[config.mk]
export PLATFORM = sky130hd
export DESIGN_NAME = ga_init_loader
export DESIGN_NICKNAME = d
export VERILOG_FILES = /design/src/rtl/ga_init_loader.sv
export SDC_FILE = /design/constraint.sdc
export NUM_CORES = 1
export LEC_CHECK = 0
export CAP_MARGIN = 5
export CORE_MARGIN = 2
export CORE_UTILIZATION = 47
export CTS_CLUSTER_SIZE = 24
export DETAILED_ROUTE_END_ITERATION = 12
export PLACE_DENSITY = 0.71
export SLEW_MARGIN = 20
export SYNTH_ARGS = -nofsm -noshare
export SYNTH_HDL_FRONTEND = slang
export SYNTH_SLANG_ARGS = --single-unit
[constraint.sdc]
create_clock -name clk -period 7.6 [get_ports clk]
set_clock_uncertainty 0.2 [all_clocks]
set_input_delay 1.52 -clock clk [delete_from_list [all_inputs] [get_ports clk]]
set_output_delay 1.52 -clock clk [all_outputs]
set_load 0.03 [all_outputs]
[src/rtl/ga_init_loader.sv]
// ga_init_loader: host-side transmitter for the GA core's initial-population
// load handshake. It starts one job, feeds one chromosome per core acknowledge
// from either a 2-entry prefetch FIFO on the upstream stream or a seeded
// Galois LFSR, then holds start_ga until the core reports done.
module ga_init_loader #(
    parameter int CHROMOSOME_WIDTH = 16,
    parameter int POPULATION_SIZE  = 100,
    parameter int ADDR_WIDTH       = $clog2(POPULATION_SIZE)
) (
    input  logic                        clk,
    input  logic                        rst,
    input  logic                        cfg_start,
    input  logic                        cfg_abort,
    input  logic [ADDR_WIDTH-1:0]       cfg_population_size,
    input  logic                        cfg_use_lfsr,
    input  logic [CHROMOSOME_WIDTH-1:0] cfg_seed,
    input  logic                        s_valid,
    input  logic [CHROMOSOME_WIDTH-1:0] s_data,
    output logic                        s_ready,
    output logic                        start_ga,
    output logic                        load_initial_population,
    output logic [CHROMOSOME_WIDTH-1:0] data_in,
    input  logic                        load_data_now,
    input  logic                        ga_done,
    output logic                        busy,
    output logic [ADDR_WIDTH:0]         loaded_count,
    output logic                        load_complete,
    output logic                        underrun_err,
    output logic                        cfg_err
);

    typedef enum logic [1:0] {IDLE, PREFETCH, LOAD, RUN} state_t;

    localparam logic [ADDR_WIDTH:0] MAX_SIZE = (ADDR_WIDTH+1)'(POPULATION_SIZE);
    localparam logic [CHROMOSOME_WIDTH-1:0] LFSR_TAPS = CHROMOSOME_WIDTH'(16'hB400);

    state_t                        state_q;
    logic [ADDR_WIDTH-1:0]         size_q;
    logic                          useLfsr_q;
    logic [CHROMOSOME_WIDTH-1:0]   seed_q;
    logic [CHROMOSOME_WIDTH-1:0]   data_q;
    logic                          startGa_q;
    logic                          loadInit_q;
    logic [ADDR_WIDTH:0]           loadedCount_q;
    logic                          loadComplete_q;
    logic                          underrun_q;
    logic                          cfgErr_q;
    logic                          pending_q;

    logic [CHROMOSOME_WIDTH-1:0]   fifoMem_q [2];
    logic                          fifoWr_q;
    logic                          fifoRd_q;
    logic [1:0]                    fifoCount_q;
    logic [ADDR_WIDTH:0]           fetched_q;

    logic                          fifoEmpty;
    logic                          fifoFull;
    logic [CHROMOSOME_WIDTH-1:0]   fifoHead;
    logic [ADDR_WIDTH:0]           countInc;
    logic                          lastAck;
    logic                          wantNext;
    logic                          sReady;
    logic                          fifoPush;
    logic                          fifoPop;
    logic                          fifoFlush;
    logic                          sizeOk;

    // One step of the right-shifting Galois LFSR.
    function automatic logic [CHROMOSOME_WIDTH-1:0] lfsrStep(input logic [CHROMOSOME_WIDTH-1:0] x);
        lfsrStep = x[0] ? ((x >> 1) ^ LFSR_TAPS) : (x >> 1);
    endfunction

    // Decode FIFO status, acknowledge meaning and the push/pop/flush strobes.
    always_comb begin
        fifoEmpty = (fifoCount_q == 2'd0);
        fifoFull  = (fifoCount_q == 2'd2);
        fifoHead  = fifoMem_q[fifoRd_q];
        countInc  = loadedCount_q + 1'b1;
        lastAck   = load_data_now && (countInc == {1'b0, size_q});
        wantNext  = (state_q == LOAD) && !lastAck && (load_data_now || pending_q);
        sReady    = !fifoFull && ((state_q == PREFETCH) || (state_q == LOAD)) &&
                    !useLfsr_q && (fetched_q < {1'b0, size_q});
        fifoPush  = s_valid && sReady;
        fifoPop   = !cfg_abort && !useLfsr_q && !fifoEmpty &&
                    ((state_q == PREFETCH) || wantNext);
        fifoFlush = cfg_abort || (state_q == IDLE) || ((state_q == RUN) && ga_done);
        sizeOk    = (cfg_population_size != '0) && ({1'b0, cfg_population_size} <= MAX_SIZE);
    end

    // Two-entry prefetch FIFO plus the count of words pulled from upstream; emptied whenever the loader is idle.
    always_ff @(posedge clk or negedge rst) begin
        if (!rst) begin
            fifoMem_q[0] <= '0;
            fifoMem_q[1] <= '0;
            fifoWr_q     <= 1'b0;
            fifoRd_q     <= 1'b0;
            fifoCount_q  <= 2'd0;
            fetched_q    <= '0;
        end else if (fifoFlush) begin
            fifoWr_q     <= 1'b0;
            fifoRd_q     <= 1'b0;
            fifoCount_q  <= 2'd0;
            fetched_q    <= '0;
        end else begin
            if (fifoPush) begin
                fifoMem_q[fifoWr_q] <= s_data;
                fifoWr_q            <= ~fifoWr_q;
                fetched_q           <= fetched_q + 1'b1;
            end
            if (fifoPop) begin
                fifoRd_q <= ~fifoRd_q;
            end
            fifoCount_q <= fifoCount_q + 2'(fifoPush) - 2'(fifoPop);
        end
    end

    // Job sequencer with all handshake and status outputs registered here.
    always_ff @(posedge clk or negedge rst) begin
        if (!rst) begin
            state_q        <= IDLE;
            size_q         <= '0;
            useLfsr_q      <= 1'b0;
            seed_q         <= '0;
            data_q         <= '0;
            startGa_q      <= 1'b0;
            loadInit_q     <= 1'b0;
            loadedCount_q  <= '0;
            loadComplete_q <= 1'b0;
            underrun_q     <= 1'b0;
            cfgErr_q       <= 1'b0;
            pending_q      <= 1'b0;
        end else begin
            loadComplete_q <= 1'b0;
            cfgErr_q       <= 1'b0;
            if (cfg_abort) begin
                state_q    <= IDLE;
                startGa_q  <= 1'b0;
                loadInit_q <= 1'b0;
                pending_q  <= 1'b0;
            end else begin
                case (state_q)
                    IDLE: begin
                        if (cfg_start) begin
                            if (sizeOk) begin
                                size_q        <= cfg_population_size;
                                useLfsr_q     <= cfg_use_lfsr;
                                seed_q        <= (cfg_seed == '0) ? CHROMOSOME_WIDTH'(1) : cfg_seed;
                                loadedCount_q <= '0;
                                underrun_q    <= 1'b0;
                                pending_q     <= 1'b0;
                                state_q       <= PREFETCH;
                            end else begin
                                cfgErr_q <= 1'b1;
                            end
                        end
                    end
                    PREFETCH: begin
                        if (useLfsr_q || !fifoEmpty) begin
                            data_q     <= useLfsr_q ? seed_q : fifoHead;
                            startGa_q  <= 1'b1;
                            loadInit_q <= 1'b1;
                            state_q    <= LOAD;
                        end
                    end
                    LOAD: begin
                        if (load_data_now) begin
                            loadedCount_q <= countInc;
                        end
                        if (lastAck) begin
                            loadInit_q     <= 1'b0;
                            loadComplete_q <= 1'b1;
                            pending_q      <= 1'b0;
                            state_q        <= RUN;
                        end else if (wantNext) begin
                            if (useLfsr_q) begin
                                data_q <= lfsrStep(data_q);
                            end else if (!fifoEmpty) begin
                                data_q    <= fifoHead;
                                pending_q <= 1'b0;
                            end else begin
                                pending_q <= 1'b1;
                                if (load_data_now) begin
                                    underrun_q <= 1'b1;
                                end
                            end
                        end
                    end
                    RUN: begin
                        if (ga_done) begin
                            startGa_q <= 1'b0;
                            state_q   <= IDLE;
                        end
                    end
                    default: state_q <= IDLE;
                endcase
            end
        end
    end

    assign s_ready                 = sReady;
    assign start_ga                = startGa_q;
    assign load_initial_population = loadInit_q;
    assign data_in                 = data_q;
    assign busy                    = (state_q != IDLE);
    assign loaded_count            = loadedCount_q;
    assign load_complete           = loadComplete_q;
    assign underrun_err            = underrun_q;
    assign cfg_err                 = cfgErr_q;

endmodule

## After elaboration in Yosys (flattened, before gate mapping)

Cells that the tools add are included.

| storage, ports and cells | value |
|---|---|
| register bits after elaboration | 100 |
| input port bits | 47 |
| output and inout bits | 31 |
| word-level logic and storage cells | 161 |

| cells by class | value |
|---|---|
| $add $sub $neg | 4 |
| magnitude comparators | 5 |
| eq/ne operators | 21 |
| muxes and demuxes | 61 |
| bitwise gates (word level) | 7 |
| reduce and logical (&&, ||, !) cells | 45 |

Operators with widths:

| cell | count |
|---|---|
| $mux W16 | 12 |
| $mux W8 | 5 |
| $bwmux W32 | 1 |
| $pmux W16 S2 | 1 |
| $mux W1 | 28 |
| $add A8 B1 Y8 const B | 2 |
| $demux W16 S1 | 1 |
| $logic_not A16 Y1 | 1 |
| $pmux W8 S2 | 1 |
| $ne A3 B3 Y1 const B | 5 |
| $reduce_and A5 Y1 | 3 |
| $mux W2 | 7 |
| $ne A2 B2 Y1 const B | 7 |
| $logic_and A1 B1 Y1 | 13 |
| $reduce_bool A2 Y1 | 5 |
| $reduce_and A9 Y1 | 1 |
| $reduce_bool A3 Y1 | 3 |
| $eq A8 B7 Y1 | 1 |
| $lt A8 B7 Y1 | 1 |
| $ne A4 B4 Y1 const B | 2 |
| $pmux W1 S2 | 4 |
| $pmux W2 S4 | 1 |
| $le A7 B7 Y1 const B | 1 |
| $reduce_bool A7 Y1 | 1 |
| 18 further kinds | 36 |

## Depth between registers and ports, before layout

| logic depth | value |
|---|---|
| depth after elaboration | 10 |
| gate-level depth with buffers | 13 |
| depth with buffers taken out | 12 |

## Least setup slack after synthesis

No wires, ideal clock.

| path | value |
|---|---|
| path type | reg2out |
| start | register size_q[1] |
| end | output port s_ready |
| data arrival time | 1940 ps |
| required time | 5880 ps |
| slack | 3940 ps |
| stages on the path, launching flop included | 7 |
| path buffers | 0 |
| path through | dfrtp_1 > inv_1 > ha_1 > a21o_1 > a21oi_1 > nor2_1 > a211oi_1 |

| on the way | value |
|---|---|
| cells in the longest elaborated chain, start to end | 2 |

Ends and longest elaborated chain:

| element | RTL line | RTL |
|---|---|---|
| start, declared | 38 | `logic [ADDR_WIDTH-1:0] size_q;` |
| start signal, assigned | 145 | `size_q <= cfg_population_size;` |
| $lt A8 B7 Y1 | 82 | `!useLfsr_q && (fetched_q < {1'b0, size_q});` |
| $logic_and A1 B1 Y1 | 82 |  |
| end, declared | 19 | `output logic s_ready,` |

No other way between the ends.

## Worst setup path after layout

Same ends and word-level chain as after synthesis.

==> flow_summary.toml <==
[synth]
synth_area_leader_cell = "dfrtp_1"
ys_async_sr_fraction_pct = 100
synth_area_leaders = "dfrtp_1 (47%), mux2_4 (8.4%), mux2_2 (7.5%)"
synth_top_area_share_pct = 46.5
ys_ff_latch = 100
synth_warnings = 0
synth.distinct_cells = 54
avgSynthCellArea_um2 = 11.5
synth_fp_nets = 530
netlist_area_mm2 = 0.00538
synth_edf_count = 0
synth-seq-area-share_pct = 46.5
syn-instance-count = 469
ys.flop_type = "dfrtp_1"

[pwr]
powerDensity_mw_per_mm2 = 342
p_leak_nw = 2.84
ir_worst_vdd_mv = 0.266

[clock_tree]
cts_made_buffers = 9
clock_sink_count = 100
post-cts-setup-buffer-count = 0
clockBufferDepth = 2
cts-resized-gates = 0
clkTransAtPathRegs_ns = 0.08
clock_latency_ns = 0.37
cts_root_buffer = "clkbuf_16"
htree_levels = 3
cts_tree = "yes"
hold_buffers = 0

[place]
gp_congestion = 0.831
place_area_mm2 = 0.00618
io_buffers = 77
post-dp-hpwl_um = 8160

[sta]
tightest_slew_ns = 0.992
finalSetupViolations = 0
fmax_mhz = 229
maxSlewViolCount = 0
post-route-min-period_ns = 4.36
slew_headroom_pct = 33.9
period_share_pct = 57.4
final.setup.tns_ns = 0
final_hold_viol_count = 0
rsz0062_at_grt = "no"

[floorplan]
rows = 39
initial_core_util_pct = 47.7
core_area_mm2 = 0.0113
die_h_um = 111
ioPinCount = 78
die_w_um = 111
die-area_mm2 = 0.0123

[flow_run]
maxCapViolCount = 0

[layout]
num-nets-final = 594
n_antenna_cell = 0
nFillCells = 962
drive_above_1_share_pct = 17.7
multi_input_area_mm2 = 0.00264
syn2layout_area_growth_pct = 20.7
design_area_mm2 = 0.00649
seq_area_mm2 = 0.00250

[critical_path]
crit_family = "buffers and inverters"
critPathMaxFanout = 5
critPathKind = "flop to primary output"
cp-startpoint = "size_q[1]"
critical_path_buf_inv_count = 2
startpoint_type = "flop"
timing.rr.start = "loaded_count[0]"
critPathMaxStageDelay_ns = 0.72
worstPathRequired_ns = 5.88
critical_path_arrival_ns = 2.64
cp-end-kind = "primary output"
cp_cell_sequence = "inv_1 > ha_1 > a21o_1 > a21oi_1 > nor2_1 > a211oi_1 > clkdlybuf4s50_1"
slowest_stage = "clkdlybuf4s50_1"

[run_status]
status = "finished clean"

[worst_hold_path]
hold_class = "flop to flop"
min_from = "underrun_err"

[drt]
wirelength_um = 11500
vias = 3755
post_drt_wl_per_cell_um = 16.9
drt-vias-per-instance = 5.51
dr.pass1.iters = 4
drc = 0
antenna_left = 0
drtIter0Drc = 208

[grt]
grt_first_pass_wirelength_um = 19300
grt-ovfl-total = 0
grt_pass1_vias = 3760
grt_max_degree = 80
grt_usage_pct = 19.8
antenna_found_initial = 0
==> where the power goes <==
part | leakage (nW) | total (W) | switching (W) | internal, W
Combinational | 1.38 | 0.000936 | 0.000490 | 0.000445
Clock | 0.153 | 0.000476 | 0.000238 | 0.000238
Sequential | 1.30 | 0.000808 | 0.000118 | 0.000690
==> cells by family after synthesis <==
family | after synthesis | synth area share (%)
multiplexers | 85 | 19.4
buffers and inverters | 45 | 4.56
adder cells (fa/ha/maj) | 14 | 3.26
flip-flops | 100 | 46.5
XOR/XNOR | 18 | 2.93
AND/OR/NAND/NOR | 106 | 10.6
AO/OA/AOI/OAI | 101 | 12.7
==> placed cells by master (no fill, tap or decap), types with 3 or more instances in the layout <==
cell / netlist / layout
nor2_1: 18 / 18
o41ai_1: 3 / 3
o2111ai_1: 3 / 3
a211oi_1: 17 / 17
ha_1: 14 / 14
nand2_1: 25 / 25
clkinv_8: 0 / 3
o211ai_1: 6 / 6
nor3_1: 6 / 5
mux2i_1: 19 / 19
a22o_1: 7 / 7
mux2_4: 30 / 30
xor2_1: 8 / 8
xnor2_1: 10 / 10
dfrtp_1: 100 / 100
clkbuf_16: 0 / 9
a21o_1: 3 / 3
o21ai_0: 26 / 26
or3_1: 7 / 7
mux2_2: 36 / 36
nor4_1: 4 / 4
nand4_1: 3 / 3
inv_1: 17 / 17
nand3_1: 6 / 6
nor2b_1: 15 / 15
buf_4: 1 / 5
nand2b_1: 8 / 8
a21oi_1: 21 / 21
clkdlybuf4s50_1: 0 / 76
==> cell type report <==
type / instances / share of cell area [%]
Inverter: 17 / 0.983
Multi-Input combinational cell: 324 / 40.6
Clock inverter: 7 / 1.37
Timing Repair Buffer: 81 / 12.3
Sequential cell: 100 / 38.5
Tap cell: 143 / 2.76
Clock buffer: 9 / 3.47
==> per-layer routing <==
| metal | vias up | track usage [%] | wire, um |
|---|---|---|---|
| li1 | 1816 | - | - |
| met1 | 1844 | 27.5 | 5450 |
| met2 | 78 | 30.1 | 5430 |
| met3 | 17 | 5.14 | 437 |
| met4 | 0 | 6.92 | 215 |
| met5 | - | 0 | 0 |
==> cell usage after synthesis (all sizes together) (2+ instances only) <==
library cell    n
dfrtp         100
mux2           66
o21ai          28
nand2          26
a21oi          21
mux2i          19
a211oi         18
nor2           18
inv            17
clkbuf         16
nor2b          15
ha             14
buf            12
xnor2          10
nand2b          8
xor2            8
a22o            7
nand3           7
or3             7
nor3            6
o211ai          6
nor4            4
a21o            3
nand4           3
o2111ai         3
o41ai           3
and2            2
and3            2
nor3b           2
o21a            2
o21bai          2
or2             2
==> sequential cells by signal (all words and copies together), names as in the netlist <==
name	cells
data_in	16
load_complete	1
fifoRd_q	1
start_ga	1
state_q	2
fetched_q	8
underrun_err	1
fifoWr_q	1
pending_q	1
load_initial_population	1
fifoCount_q	2
cfg_err	1
useLfsr_q	1
seed_q	16
fifoMem_q	32
size_q	7
loaded_count	8
==> final timing paths <==
| check | end | slack, ns | cells past startpoint |
|---|---|---|---|
| hold reg to reg | underrun_err | 0.29 | 1 |
| max in group asynchronous | seed_q[1] | 5.07 | 2 |
| setup / recovery | s_ready | 3.24 | 7 |
| hold / removal | underrun_err | 0.29 | 1 |
| setup reg to reg | fifoCount_q[1] | 4.13 | 11 |
| min in group asynchronous | size_q[1] | 0.84 | 1 |
==> metrics by stage <==
| stage | hold slack (ns) | power [W] | instances | worst slack (ns) | util (%) |
|---|---|---|---|---|---|
| floorplan | 0.271 | 0.00145 | 469 | 3.94 | - |
| global placement | 0.280 | 0.00172 | 665 | 3.32 | 54.8 |
| detailed placement | 0.282 | 0.00175 | 665 | 3.19 | 54.8 |
| CTS | 0.298 | 0.00224 | 681 | 3.20 | 57.6 |
| global route | 0.310 | 0.00235 | 681 | 3.05 | 57.6 |
| finish | 0.293 | 0.00222 | 681 | 3.24 | 57.6 |
Power figures use the tool's default switching activity.
